### config.mk
export PLATFORM = sky130hd
export DESIGN_NAME = anton_neopixel_stream_flat
export DESIGN_NICKNAME = d
export VERILOG_FILES = /design/src/rtl/anton_neopixel_stream_if.sv /design/src/rtl/anton_neopixel_stream.sv /design/src/flat_wrapper.sv
export SDC_FILE = /design/constraint.sdc
export NUM_CORES = 1
export LEC_CHECK = 0
export CORE_MARGIN = 1.5
export CORE_UTILIZATION = 55
export CTS_BUF_LIST = sky130_fd_sc_hd__clkbuf_4 sky130_fd_sc_hd__clkbuf_8
export DETAILED_ROUTE_END_ITERATION = 8
export GPL_TIMING_DRIVEN = 0
export PLACE_DENSITY = 0.82
export SYNTH_ARGS = -nofsm -noshare
export SYNTH_HDL_FRONTEND = slang
export SYNTH_SLANG_ARGS = --single-unit
### constraint.sdc
create_clock -name busClk -period 3.2 [get_ports busClk]
set_input_delay 0.48 -clock busClk [delete_from_list [all_inputs] [get_ports busClk]]
set_output_delay 0.48 -clock busClk [all_outputs]
set_load 0.02 [all_outputs]
### src/rtl/anton_neopixel_stream_if.sv
// Register-block / pixel-RAM side of the neopixel serialiser: frame controls in, RAM index out,
// RAM byte in, phase and end-of-gap sync out.
interface anton_neopixel_stream_if #(
  parameter int unsigned BUFFER_BITS = 3
);
  logic [12:0]            regMax;
  logic                   regCtrlLimit;
  logic                   regCtrlRun;
  logic                   regCtrl32bit;
  logic                   regCtrlInit;
  logic [BUFFER_BITS-1:0] pixelIxComb;
  logic [7:0]             pixelByte;
  logic                   state;
  logic                   streamSyncOf;

  modport master (
    output regMax, regCtrlLimit, regCtrlRun, regCtrl32bit, regCtrlInit, pixelByte,
    input  pixelIxComb, state, streamSyncOf
  );

  modport slave (
    input  regMax, regCtrlLimit, regCtrlRun, regCtrl32bit, regCtrlInit, pixelByte,
    output pixelIxComb, state, streamSyncOf
  );
endinterface

### src/rtl/anton_neopixel_stream.sv
// WS2812-style serialiser: walks the pixel RAM byte by byte, sends each byte MSB-first,
// then holds a low latch gap and pulses streamSyncOf on its last clock.
module anton_neopixel_stream #(
  parameter int unsigned BUFFER_END   = 7,
  parameter int unsigned BIT_CYCLES   = 10,
  parameter int unsigned T0H_CYCLES   = 3,
  parameter int unsigned T1H_CYCLES   = 6,
  parameter int unsigned RESET_CYCLES = 400
) (
  input  logic                   busClk,
  input  logic                   busReset,
  anton_neopixel_stream_if.slave bus,
  output logic                   neoData
);
  localparam int unsigned BUFFER_BITS = $clog2(BUFFER_END + 1);
  localparam int unsigned IX_W        = BUFFER_BITS + 1;
  localparam int unsigned BIT_CNT_W   = $clog2(BIT_CYCLES);
  localparam int unsigned GAP_CNT_W   = $clog2(RESET_CYCLES);
  localparam int unsigned MAX_W       = 13;

  typedef enum logic [1:0] {S_IDLE, S_DATA, S_GAP} fsm_t;

  fsm_t                   r_fsm;
  fsm_t                   w_fsm_nxt;
  logic [BIT_CNT_W-1:0]   r_bit_cnt;
  logic [2:0]             r_bit_num;
  logic [BUFFER_BITS-1:0] r_byte_ix;
  logic [BUFFER_BITS-1:0] r_last_ix;
  logic                   r_32bit;
  logic [7:0]             r_shift;
  logic [GAP_CNT_W-1:0]   r_gap_cnt;
  logic                   r_sync;

  logic                   w_bit_end;
  logic                   w_byte_first;
  logic                   w_byte_end;
  logic                   w_cur_bit;
  logic [BIT_CNT_W-1:0]   w_high_cycles;
  logic [IX_W-1:0]        w_ix_inc;
  logic [IX_W-1:0]        w_ix_nxt;
  logic                   w_last_byte;
  logic                   w_gap_end;
  logic [BUFFER_BITS-1:0] w_last_ix;

  assign w_bit_end     = (r_bit_cnt == BIT_CNT_W'(BIT_CYCLES - 1));
  assign w_byte_first  = (r_bit_num == 3'd0) && (r_bit_cnt == '0);
  assign w_byte_end    = w_bit_end && (r_bit_num == 3'd7);
  // The RAM word only arrives on the first clock of a byte, so that clock uses it directly.
  assign w_cur_bit     = w_byte_first ? bus.pixelByte[7] : r_shift[7];
  assign w_high_cycles = w_cur_bit ? BIT_CNT_W'(T1H_CYCLES) : BIT_CNT_W'(T0H_CYCLES);

  // 32-bit pixels skip every fourth byte; one extra index bit keeps the end compare wrap-free.
  assign w_ix_inc    = {1'b0, r_byte_ix} + IX_W'(1);
  assign w_ix_nxt    = (r_32bit && (w_ix_inc[1:0] == 2'b11)) ? w_ix_inc + IX_W'(1) : w_ix_inc;
  assign w_last_byte = (w_ix_nxt > {1'b0, r_last_ix});
  assign w_gap_end   = (r_gap_cnt == GAP_CNT_W'(RESET_CYCLES - 1));

  assign w_last_ix = !bus.regCtrlLimit                    ? BUFFER_BITS'(BUFFER_END) :
                     (bus.regMax > MAX_W'(BUFFER_END))    ? BUFFER_BITS'(BUFFER_END) :
                                                            bus.regMax[BUFFER_BITS-1:0];

  assign bus.streamSyncOf = r_sync;

  always_ff @(posedge busClk) begin
    if (busReset) r_fsm <= S_IDLE;
    else          r_fsm <= w_fsm_nxt;
  end

  always_comb begin
    w_fsm_nxt = r_fsm;
    case (r_fsm)
      S_IDLE:  if (bus.regCtrlRun)              w_fsm_nxt = S_DATA;
      S_DATA:  if (w_byte_end && w_last_byte)   w_fsm_nxt = S_GAP;
      S_GAP:   if (w_gap_end)                   w_fsm_nxt = S_IDLE;
      default:                                  w_fsm_nxt = S_IDLE;
    endcase
    if (bus.regCtrlInit) w_fsm_nxt = S_IDLE;
  end

  always_comb begin
    neoData         = 1'b0;
    bus.pixelIxComb = '0;
    bus.state       = 1'b1;
    if (r_fsm == S_DATA) begin
      bus.state       = 1'b0;
      neoData         = (r_bit_cnt < w_high_cycles);
      bus.pixelIxComb = r_byte_ix;
      if (w_byte_end) bus.pixelIxComb = w_last_byte ? '0 : w_ix_nxt[BUFFER_BITS-1:0];
    end
  end

  // Datapath; IDLE re-arms every counter so an aborted frame leaves nothing behind.
  always_ff @(posedge busClk) begin
    if (busReset) begin
      r_bit_cnt <= '0;
      r_bit_num <= '0;
      r_byte_ix <= '0;
      r_last_ix <= '0;
      r_32bit   <= 1'b0;
      r_shift   <= '0;
      r_gap_cnt <= '0;
      r_sync    <= 1'b0;
    end else begin
      r_sync <= (r_fsm == S_GAP) && !bus.regCtrlInit &&
                (r_gap_cnt == GAP_CNT_W'(RESET_CYCLES - 2));
      case (r_fsm)
        S_IDLE: begin
          r_bit_cnt <= '0;
          r_bit_num <= '0;
          r_byte_ix <= '0;
          r_gap_cnt <= '0;
          if (w_fsm_nxt == S_DATA) begin
            r_32bit   <= bus.regCtrl32bit;
            r_last_ix <= w_last_ix;
          end
        end
        S_DATA: begin
          r_bit_cnt <= w_bit_end ? '0 : r_bit_cnt + BIT_CNT_W'(1);
          if (w_byte_first)   r_shift <= w_bit_end ? {bus.pixelByte[6:0], 1'b0} : bus.pixelByte;
          else if (w_bit_end) r_shift <= {r_shift[6:0], 1'b0};
          if (w_bit_end)      r_bit_num <= w_byte_end ? 3'd0 : r_bit_num + 3'd1;
          if (w_byte_end && !w_last_byte) r_byte_ix <= w_ix_nxt[BUFFER_BITS-1:0];
        end
        S_GAP: begin
          r_gap_cnt <= w_gap_end ? '0 : r_gap_cnt + GAP_CNT_W'(1);
        end
        default: ;
      endcase
    end
  end
endmodule

### src/flat_wrapper.sv
// flat-port wrapper written by rule: the top's interface ports become plain ports
module anton_neopixel_stream_flat 
#(
  parameter int unsigned BUFFER_END   = 7,
  parameter int unsigned BIT_CYCLES   = 10,
  parameter int unsigned T0H_CYCLES   = 3,
  parameter int unsigned T1H_CYCLES   = 6,
  parameter int unsigned RESET_CYCLES = 400
)
  (busClk, busReset, neoData, bus_regMax, bus_regCtrlLimit, bus_regCtrlRun, bus_regCtrl32bit, bus_regCtrlInit, bus_pixelByte, bus_pixelIxComb, bus_state, bus_streamSyncOf);
  anton_neopixel_stream_if #(.BUFFER_BITS((3))) bus_i ();
  input  logic busClk;
  input  logic busReset;
  output logic neoData;
  input wire logic [$bits(bus_i.regMax)-1:0] bus_regMax;
  input wire logic [$bits(bus_i.regCtrlLimit)-1:0] bus_regCtrlLimit;
  input wire logic [$bits(bus_i.regCtrlRun)-1:0] bus_regCtrlRun;
  input wire logic [$bits(bus_i.regCtrl32bit)-1:0] bus_regCtrl32bit;
  input wire logic [$bits(bus_i.regCtrlInit)-1:0] bus_regCtrlInit;
  input wire logic [$bits(bus_i.pixelByte)-1:0] bus_pixelByte;
  output wire logic [$bits(bus_i.pixelIxComb)-1:0] bus_pixelIxComb;
  output wire logic [$bits(bus_i.state)-1:0] bus_state;
  output wire logic [$bits(bus_i.streamSyncOf)-1:0] bus_streamSyncOf;
  assign bus_i.regMax = bus_regMax;
  assign bus_i.regCtrlLimit = bus_regCtrlLimit;
  assign bus_i.regCtrlRun = bus_regCtrlRun;
  assign bus_i.regCtrl32bit = bus_regCtrl32bit;
  assign bus_i.regCtrlInit = bus_regCtrlInit;
  assign bus_i.pixelByte = bus_pixelByte;
  assign bus_pixelIxComb = bus_i.pixelIxComb;
  assign bus_state = bus_i.state;
  assign bus_streamSyncOf = bus_i.streamSyncOf;
  anton_neopixel_stream #(.BUFFER_END(BUFFER_END), .BIT_CYCLES(BIT_CYCLES), .T0H_CYCLES(T0H_CYCLES), .T1H_CYCLES(T1H_CYCLES), .RESET_CYCLES(RESET_CYCLES)) u_core (.busClk(busClk), .busReset(busReset), .bus(bus_i), .neoData(neoData));
endmodule
* Word level (Yosys, flattened, before mapping)
Index checks and enable logic that the tools add are counted.
** Word-level totals
- Memory bits (read-only) :: 0
- Memories :: 0
- Logic and storage cells :: 73
- Register bits after elaboration :: 34
- Output and inout port bits :: 6
- Memory bits (writable) :: 0
- Input bits :: 27
- Latch bits :: 0
** Cells by class
- Add/subtract/negate cells :: 5
- Equality and inequality tests :: 10
- Multiply operators :: 0
- Shift-type cells :: 0
- Order comparisons :: 3
- Bitwise logic cells :: 0
- Mux-type cells :: 27
- Divide/modulo/power cells :: 0
- Reduce and logical (&&, ||, !) cells :: 19
** Operators with widths (count)
- $mux W3 :: 9
- $mux W8 :: 3
- $eq A9 B9 Y1 const B :: 2
- $pmux W9 S2 :: 1
- $gt A13 B3 Y1 const B :: 1
- $pmux W3 S2 :: 2
- $add A9 B1 Y9 const B :: 1
- $mux W9 :: 1
- $add A4 B1 Y4 const B :: 2
- $mux W2 :: 4
- $mux W4 :: 2
- $pmux W4 S2 :: 1
- $reduce_and A2 Y1 :: 4
- $logic_and A1 B1 Y1 :: 7
- $pmux W2 S3 :: 1
- $reduce_bool A2 Y1 :: 3
- $add A3 B1 Y4 const B :: 1
- $eq A2 B1 Y1 const B :: 2
- $eq A2 B2 Y1 const B :: 2
- $eq A4 B4 Y1 const B :: 1
- $gt A4 B3 Y1 :: 1
- $logic_not A4 Y1 :: 1
- $lt A4 B4 Y1 :: 1
- $add A3 B1 Y3 const B :: 1
- other kinds (7) :: 10

* Logic depth before layout (Yosys ltp)
Gate-level depths: netlist (run 1).
- Depth after elaboration :: 11
- Mapped depth :: 10
- Mapped depth without buffers :: 10

* Worst setup path before layout (run 1)
Ideal clock, no wire load.
- Path kind :: reg-to-output
- From :: register u_core.r_byte_ix[0]
- To :: output bus_pixelIxComb[1]
- Setup slack :: 253 ps
- Data required time :: 2720 ps
- Stages on the path, launching flop included :: 10
- Buffers on the path :: 0
- Data arrival time :: 2467 ps
- Cell sequence :: dfxtp_1 -> inv_1 -> ha_1 -> nand2_1 -> mux2i_1 -> inv_1 -> ha_1 -> o21ai_0 -> o211ai_2 -> o21ai_0
** Between the ends
- Longest elaborated chain between the ends :: 8
- Elaborated cells on any way between the ends :: 9
- Classes of those cells :: add/sub (2); order compare (1); eq/ne (1); mux (4); reduce/logical (1)
** Ends and longest elaborated chain
- start, declared :: RTL line anton_neopixel_stream.sv:27 : logic [BUFFER_BITS-1:0] r_byte_ix;
- start signal, assigned :: RTL line anton_neopixel_stream.sv:122 : if (w_byte_end && !w_last_byte) r_byte_ix <= w_ix_nxt[BUFFER_BITS-1:0];
- $add A3 B1 Y4 * :: RTL line anton_neopixel_stream.sv:53 : assign w_ix_inc = {1'b0, r_byte_ix} + IX_W'(1);
- branches (longest 2 deep; another with $add A4 B1 Y4)
- $mux W4 * :: RTL line anton_neopixel_stream.sv:54 : assign w_ix_nxt = (r_32bit && (w_ix_inc[1:0] == 2'b11)) ? w_ix_inc + IX_W'(1) : w_ix_inc;
- $gt A4 B3 Y1 :: RTL line anton_neopixel_stream.sv:55 : assign w_last_byte = (w_ix_nxt > {1'b0, r_last_ix});
- $mux W3 * (2 in a row) :: RTL line anton_neopixel_stream.sv:88 : if (w_byte_end) bus.pixelIxComb = w_last_byte ? '0 : w_ix_nxt[BUFFER_BITS-1:0];
- $mux W3 * :: RTL line anton_neopixel_stream.sv:84 : if (r_fsm == S_DATA) begin
- end, declared :: RTL line flat_wrapper.sv:21 : output wire logic [$bits(bus_i.pixelIxComb)-1:0] bus_pixelIxComb;
Mark *: on every way between the ends.

* Final worst setup path (run 1)
- From :: register u_core.r_byte_ix[0]
- To :: output bus_pixelIxComb[2]
The elaborated chain is that of the path after synthesis.

==> results of run 1 <==
==> flip-flops by register name (all words and copies together), names as in the netlist <==
name                     count
u_core.bus.streamSyncOf      1
u_core.r_32bit               1
u_core.r_bit_cnt             4
u_core.r_bit_num             3
u_core.r_byte_ix             3
u_core.r_fsm                 2
u_core.r_gap_cnt             9
u_core.r_last_ix             3
u_core.r_shift               8
==> tightest hold or removal path: stages, from the launching register on <==
cell and delay (ns):
dfxtp_1 0.33, nand2_1 0.06, nand2_1 0.04
==> area by class of cell <==
type	count	share of cell area (%)
inverter	15	2.21
sequential	34	26.8
multi-input combinational	181	50.4
timing repair buffer	34	12.5
clock inverter	1	0.196
tap	46	2.26
clock buffer	7	3.54
buffer	10	2.11
==> kinds of logic after synthesis <==
| family | after synthesis |
|---|---|
| compound gates | 66 |
| xor+xnor | 2 |
| fa+ha+maj | 15 |
| buf+inv | 25 |
| flops | 34 |
| mux | 6 |
| simple gates | 92 |
==> what timing repair did <==
item	CTS	global route
setup buffers	0	2
setup endpoints to repair	4	4
gates resized for setup	19	10
hold buffers	0	0
pin swaps	1	1
==> stage by stage <==
stage          cells  TNS, ns
2_1_floorplan    240        0
3_3_place_gp     318   -0.960
3_5_place_dp     318    -1.39
4_1_cts          326        0
5_1_grt          328        0
6_report         328        0
==> worst paths after layout <==
check | from | to | slack, ns
setup / recovery | u_core.r_byte_ix[0]$_SDFFE_PP0P_ | bus_pixelIxComb[2] | 0.16
hold / removal | u_core.r_gap_cnt[8]$_SDFFE_PP0P_ | u_core.r_gap_cnt[8]$_SDFFE_PP0P_ | 0.48
setup reg to reg | u_core.r_byte_ix[0]$_SDFFE_PP0P_ | u_core.r_byte_ix[2]$_SDFFE_PP0P_ | 0.74
hold reg to reg | u_core.r_gap_cnt[8]$_SDFFE_PP0P_ | u_core.r_gap_cnt[8]$_SDFFE_PP0P_ | 0.48
==> layout by cell type, fill, tap and decap left out, types with 3 or more instances in the layout <==
cell	count
a211oi_1	7
a21o_1	3
a21oi_1	17
and3_1	3
buf_4	5
clkbuf_1	4
clkbuf_8	6
clkdlybuf4s50_1	28
dfxtp_1	33
ha_1	15
inv_1	14
mux2i_1	3
nand2_1	12
nand3_1	11
nand3b_1	4
nand4_1	4
nor2_1	23
nor3_1	13
nor4_1	3
o21ai_0	5
o21ai_1	4
o22ai_1	7
==> power groups by stage <==
stage | Sequential [W] | Combinational, W | Clock, W
global route | 0.000440 | 0.000119 | 0.000363
CTS | 0.000439 | 0.000108 | 0.000344
finish | 0.000440 | 0.000110 | 0.000337
detailed placement | 0.000449 | 0.000104 | 0
floorplan | 0.000447 | 0.0000528 | 0
global placement | 0.000449 | 0.000101 | 0
==> metal layers <==
layer | global-route usage, % | part of all wire [%] | wire, um | vias up
li1 | - | - | - | 963
met1 | 30.5 | 43 | 2160 | 915
met2 | 45.7 | 49 | 2460 | 59
met3 | 6.34 | 5.4 | 271 | 9
met4 | 10.9 | 1.6 | 82 | 0
met5 | 0 | 0 | 0 | -
==> results.sh, run 1 <==
export IMPL_status="completed"
export IMPL_synth_yosys_seq_area_share_pct=33.4
export IMPL_ys_top_cells_by_count="dfxtp_1 (34), nor2_1 (23), a21oi_1 (17)"
export IMPL_antenna_found_initial=0
export IMPL_antenna_left=0
export IMPL_share_comb_of_total_power_pct=12.4
export IMPL_layout_area_seq_um2=682
export IMPL_syn_avg_cell_area_um2=8.49
export IMPL_drtPass1Iterations=5
export IMPL_setup_ws_ns=0.161
export IMPL_synth_area_um2=2040
export IMPL_path_clk_slew_ns=0.07
export IMPL_start_util_pct=59.2
export IMPL_cp_slowest_stage_delay_ns=0.38
export IMPL_cts_buffers=5
export IMPL_p_seq_share_pct=49.6
export IMPL_setup_viol=0
export IMPL_synth_top_cell_area_share_pct=33.4
export IMPL_clock_sinks=34
export IMPL_pwr_share_clk_pct=38.1
export IMPL_yosysWarnings=0
export IMPL_finalHoldViolations=0
export IMPL_crit_required_ns=2.72
export IMPL_cpMaxStageDelayCell="dfxtp_2"
export IMPL_synthesis_nets=282
export IMPL_row_count=21
export IMPL_swShare_pct=24.1
export IMPL_clkLatencyLatePin_ns=0.29
export IMPL_switchingPower_w=0.000214
export IMPL_die_h_um=63.9
export IMPL_cap_violations=0
export IMPL_crit_type="flop to primary output"
export IMPL_fin_crit_ns=3.04
export IMPL_port_buffers=32
export IMPL_p_int_w=0.000673
export IMPL_multiInputGateArea_um2=1280
export IMPL_drtIter0Drc=159
export IMPL_die_w_um=63.9
export IMPL_power_w=0.000887
export IMPL_synthTopCellsByArea="dfxtp_1 (33%), ha_1 (9.2%), nor2_1 (4.2%)"
export IMPL_design_area_um2=2550
export IMPL_crit_chain="inv_1, ha_1, nand3b_1, xor2_2, ha_1, a211oi_4, o211ai_2, o21ai_1, buf_4"
export IMPL_cpMostUsedCell="ha_1"
export IMPL_synth_cell_types=58
export IMPL_yosys_area_top_type="dfxtp_1"
export IMPL_placed_cell_area_um2=2420
export IMPL_avgViaCountPerCell=5.93
export IMPL_io_pins=33
export IMPL_power_leakage_nw=0.967
export IMPL_diodes=0
export IMPL_worstPathArrival_ns=2.56
export IMPL_route_detailed_drc=0
export IMPL_crit_family="compound AO/OA/AOI/OAI gates"
export IMPL_grt_pass1_vias=1912
export IMPL_gr_usage_all_layers_pct=26.2
export IMPL_rsz0062_at_grt="false"
export IMPL_dp_slack_ns=-0.510
export IMPL_r2r_cells=10
export IMPL_p_per_area_nw_per_um2=348
export IMPL_synth_compound_area_share_pct=22.7
export IMPL_nFillCells=278
export IMPL_skew_ns=0.00397
export IMPL_wirelength_um=4980
export IMPL_die_area_um2=4080
export IMPL_synth_xor_area_share_pct=0.859
export IMPL_fin_hold_ws_ns=0.480
export IMPL_wl_per_cell_um=15.2
export IMPL_ys_flop_type="dfxtp_1"
export IMPL_synth_seq_cells=34
export IMPL_synth_edf_count=0
export IMPL_vias=1946
export IMPL_fmax_ghz=0.329
export IMPL_synthAdderAreaFrac_pct=9.21
export IMPL_gp_congestion=0.826
export IMPL_synthCells=240
export IMPL_clockBufferDepth=2
export IMPL_htreeDepth=2
export IMPL_worst_setup_path_start_kind="flop"
export IMPL_synth_mux_area_share_pct=3.07
export IMPL_worstSetupPathDepth=9
export IMPL_nets=323
export IMPL_syn_to_final_growth_pct=25.0
export IMPL_ir_drop_mv=0.188
export IMPL_cp_max_fo=7
export IMPL_hold_depth=2
export IMPL_synth_top_family_by_area="simple AND/OR/NAND/NOR gates"
export IMPL_cts_tree="yes"
export IMPL_grt_pass1_wl_um=8400
export IMPL_critical_path_buf_inv_count=2
export IMPL_hp_class="flop to flop"
export IMPL_tightest_slew_ns=0.548
export IMPL_grt_overflow_total=0
export IMPL_maxSlewViolCount=0
export IMPL_ys_async_sr_fraction_pct=0
export IMPL_drive_above_1_share_pct=14.2
export IMPL_grt_start_max_net_pins=11
export IMPL_crit_path_end_kind="primary output"
export IMPL_yosysMostFrequentCell="dfxtp_1"
export IMPL_slew_headroom_pct=63.2
export IMPL_dp_hpwl_um=3510
export IMPL_period_share_pct=95.0
export IMPL_synthSimpleGateAreaFrac_pct=25.4
export IMPL_utilization_pct=74.0
export IMPL_coreArea_um2=3440
export IMPL_cts_root_buffer="clkbuf_8"
Note: power is estimated with default switching activity, not from simulation.
==> run 2, diff against run 1 <==
- CTS_CLUSTER_DIAMETER: unset -> 50
- PLACE_DENSITY: 0.82 -> 0.83
==> run 2 against run 1 <==
  * Combinational power about the same
  * Register-to-register slack better by 0.07 ns
  * Non-clock buffer count up 1
  * Highest routed layer unchanged
  * Power up 7.5%
  * Setup slack worse by 0.081 ns
  * Core utilization up 1.7 points
  * Clock skew up 0.0026 ns
  * Flip-flop and latch count unchanged
  * Largest cell class unchanged
  * Via count down 0.26%
==> results.sh, run 2 (synthesis gave the netlist of run 1 again) <==
export IMPL_gr_usage_all_layers_pct=25.1
export IMPL_grt_overflow_total=0
export IMPL_cts_buffers=5
export IMPL_crit_family="adder cells"
export IMPL_drtPass1Iterations=4
export IMPL_p_per_area_nw_per_um2=366
export IMPL_crit_path_end_kind="primary output"
export IMPL_coreArea_um2=3440
export IMPL_top_regs="u_core.r_gap_cnt x9, u_core.r_shift x8, u_core.r_bit_cnt x4"
export IMPL_layout_common_cells="dfxtp_1 (33), clkdlybuf4s50_1 (28), nor2_1 (23), a21oi_1 (17), inv_1 (14)"
export IMPL_finalHoldViolations=0
export IMPL_path_clk_slew_ns=0.07
export IMPL_syn_to_final_growth_pct=27.9
export IMPL_drive_above_1_share_pct=14.8
export IMPL_placed_cell_area_um2=2420
export IMPL_clock_sinks=34
export IMPL_gp_congestion=0.852
export IMPL_power_leakage_nw=0.982
export IMPL_row_count=21
export IMPL_hp_class="flop to flop"
export IMPL_fmax_ghz=0.320
export IMPL_setup_viol=0
export IMPL_grt_start_max_net_pins=11
export IMPL_status="completed"
export IMPL_crit_type="flop to primary output"
export IMPL_top_register="u_core.r_gap_cnt"
export IMPL_utilization_pct=75.7
export IMPL_cp_slowest_stage_delay_ns=0.42
export IMPL_cts_root_buffer="clkbuf_8"
export IMPL_share_comb_of_total_power_pct=11.7
export IMPL_cp_max_fo=5
export IMPL_avgViaCountPerCell=5.90
export IMPL_p_int_w=0.000742
export IMPL_route_detailed_drc=0
export IMPL_cts_tree="yes"
export IMPL_antenna_left=0
export IMPL_port_buffers=32
export IMPL_p_seq_share_pct=46.0
export IMPL_layout_commonest_cell="dfxtp_1"
export IMPL_crit_required_ns=2.72
export IMPL_pwr_share_clk_pct=42.2
export IMPL_io_pins=33
export IMPL_tightest_slew_ns=0.564
export IMPL_cap_violations=0
export IMPL_start_util_pct=59.2
export IMPL_grt_pass1_wl_um=8160
export IMPL_largest_reg_flops=9
export IMPL_vias=1941
export IMPL_grt_pass1_vias=1836
export IMPL_maxSlewViolCount=0
export IMPL_drtIter0Drc=137
export IMPL_worst_setup_path_start_kind="flop"
export IMPL_diodes=0
export IMPL_fin_hold_ws_ns=0.482
export IMPL_period_share_pct=97.5
export IMPL_die_h_um=63.9
export IMPL_ir_drop_mv=0.243
export IMPL_switchingPower_w=0.000211
export IMPL_slew_headroom_pct=62.2
export IMPL_clockBufferDepth=2
export IMPL_critical_path_buf_inv_count=2
export IMPL_setup_tns_final_ns=0
export IMPL_htreeDepth=2
export IMPL_die_area_um2=4080
export IMPL_dp_hpwl_um=3230
export IMPL_nets=324
export IMPL_crit_chain="ha_2, nand3b_1, xor2_2, ha_1, a211oi_4, buf_4, o211ai_4, o21ai_1, clkdlybuf4s15_2"
export IMPL_swShare_pct=22.1
export IMPL_wl_per_cell_um=14.5
export IMPL_clkLatencyLatePin_ns=0.28
export IMPL_skew_ns=0.00657
export IMPL_power_w=0.000953
export IMPL_fin_crit_ns=3.12
export IMPL_wirelength_um=4770
export IMPL_die_w_um=63.9
export IMPL_cpMaxStageDelayCell="dfxtp_1"
export IMPL_worstPathArrival_ns=2.64
export IMPL_design_area_um2=2610
export IMPL_antenna_found_initial=0
run 2: changes by cell type in the layout (fill, tap and decap cells not counted), sizes merged:
cell           change
dlygate4sd2        +1
clkinv             -1
clkdlybuf4s15      +1
bufinv             +1
clkbuf             -1
run 2: timing repair:
| item | 4_1_cts | 5_1_grt |
|---|---|---|
| resized for setup | 17 | 13 |
| endpoints found under the setup margin | 4 | 4 |
| hold buffers | 0 | 0 |
| buffers inserted | 0 | 3 |
| pin swaps | 0 | 1 |
run 2: worst register-to-register path: cells and delay by family (launching register included):
kind	cells	cell delay, ns
and+or+nand+nor	1	0.15
xor gates and xnor gates	1	0.21
adders and majority gates	2	0.63
DFF	1	0.42
buffers and inverters	1	0.17
AOI/OAI and AO/OA	2	0.38
muxes	1	0.33
run 2: worst paths after layout:
check | from | to | slack [ns] | cells past startpoint
worst max-delay path | u_core.r_byte_ix[1]$_SDFFE_PP0P_ | bus_pixelIxComb[2] | 0.08 | 9
worst min-delay path | u_core.r_gap_cnt[8]$_SDFFE_PP0P_ | u_core.r_gap_cnt[8]$_SDFFE_PP0P_ | 0.48 | 2
worst max register to register | u_core.r_byte_ix[1]$_SDFFE_PP0P_ | u_core.r_byte_ix[2]$_SDFFE_PP0P_ | 0.81 | 8
worst min register to register | u_core.r_gap_cnt[8]$_SDFFE_PP0P_ | u_core.r_gap_cnt[8]$_SDFFE_PP0P_ | 0.48 | 2
run 2: cell type report:
class                   instances  area, um^2
clock inverters                 1        30.0
repair buffers                 35         333
plain buffers                  10        53.8
clock buffers                   7        83.8
fillers                       249         836
flip-flops and latches         34         684
well taps                      46        57.6
multi-input cells             181        1310
inverters                      15        56.3
run 2: through the flow:
stage / instances / setup slack (ns)
final: 329 / 0.0798
after global routing: 329 / -0.0572
after CTS: 326 / 0.00357
after detailed placement: 318 / -0.346
after global placement: 318 / -0.321
after floorplan: 240 / 0.253
run 2: power by group through the flow:
stage                      logic, W  registers [W]  clock network (W)
after global placement     0.000101       0.000449                  0
final                      0.000112       0.000439           0.000402
after floorplan           0.0000528       0.000447                  0
after detailed placement   0.000102       0.000449                  0
after global routing       0.000122       0.000440           0.000435
after CTS                  0.000107       0.000439           0.000412
run 2: per-layer routing:
| metal | GRT usage, % | share of wire (%) | up-vias |
|---|---|---|---|
| met5 | 0 | 0 | - |
| met4 | 9.51 | 1.4 | 0 |
| met3 | 6.51 | 5.8 | 8 |
| met2 | 41.4 | 47 | 63 |
| met1 | 31.2 | 46 | 900 |
| li1 | - | - | 970 |
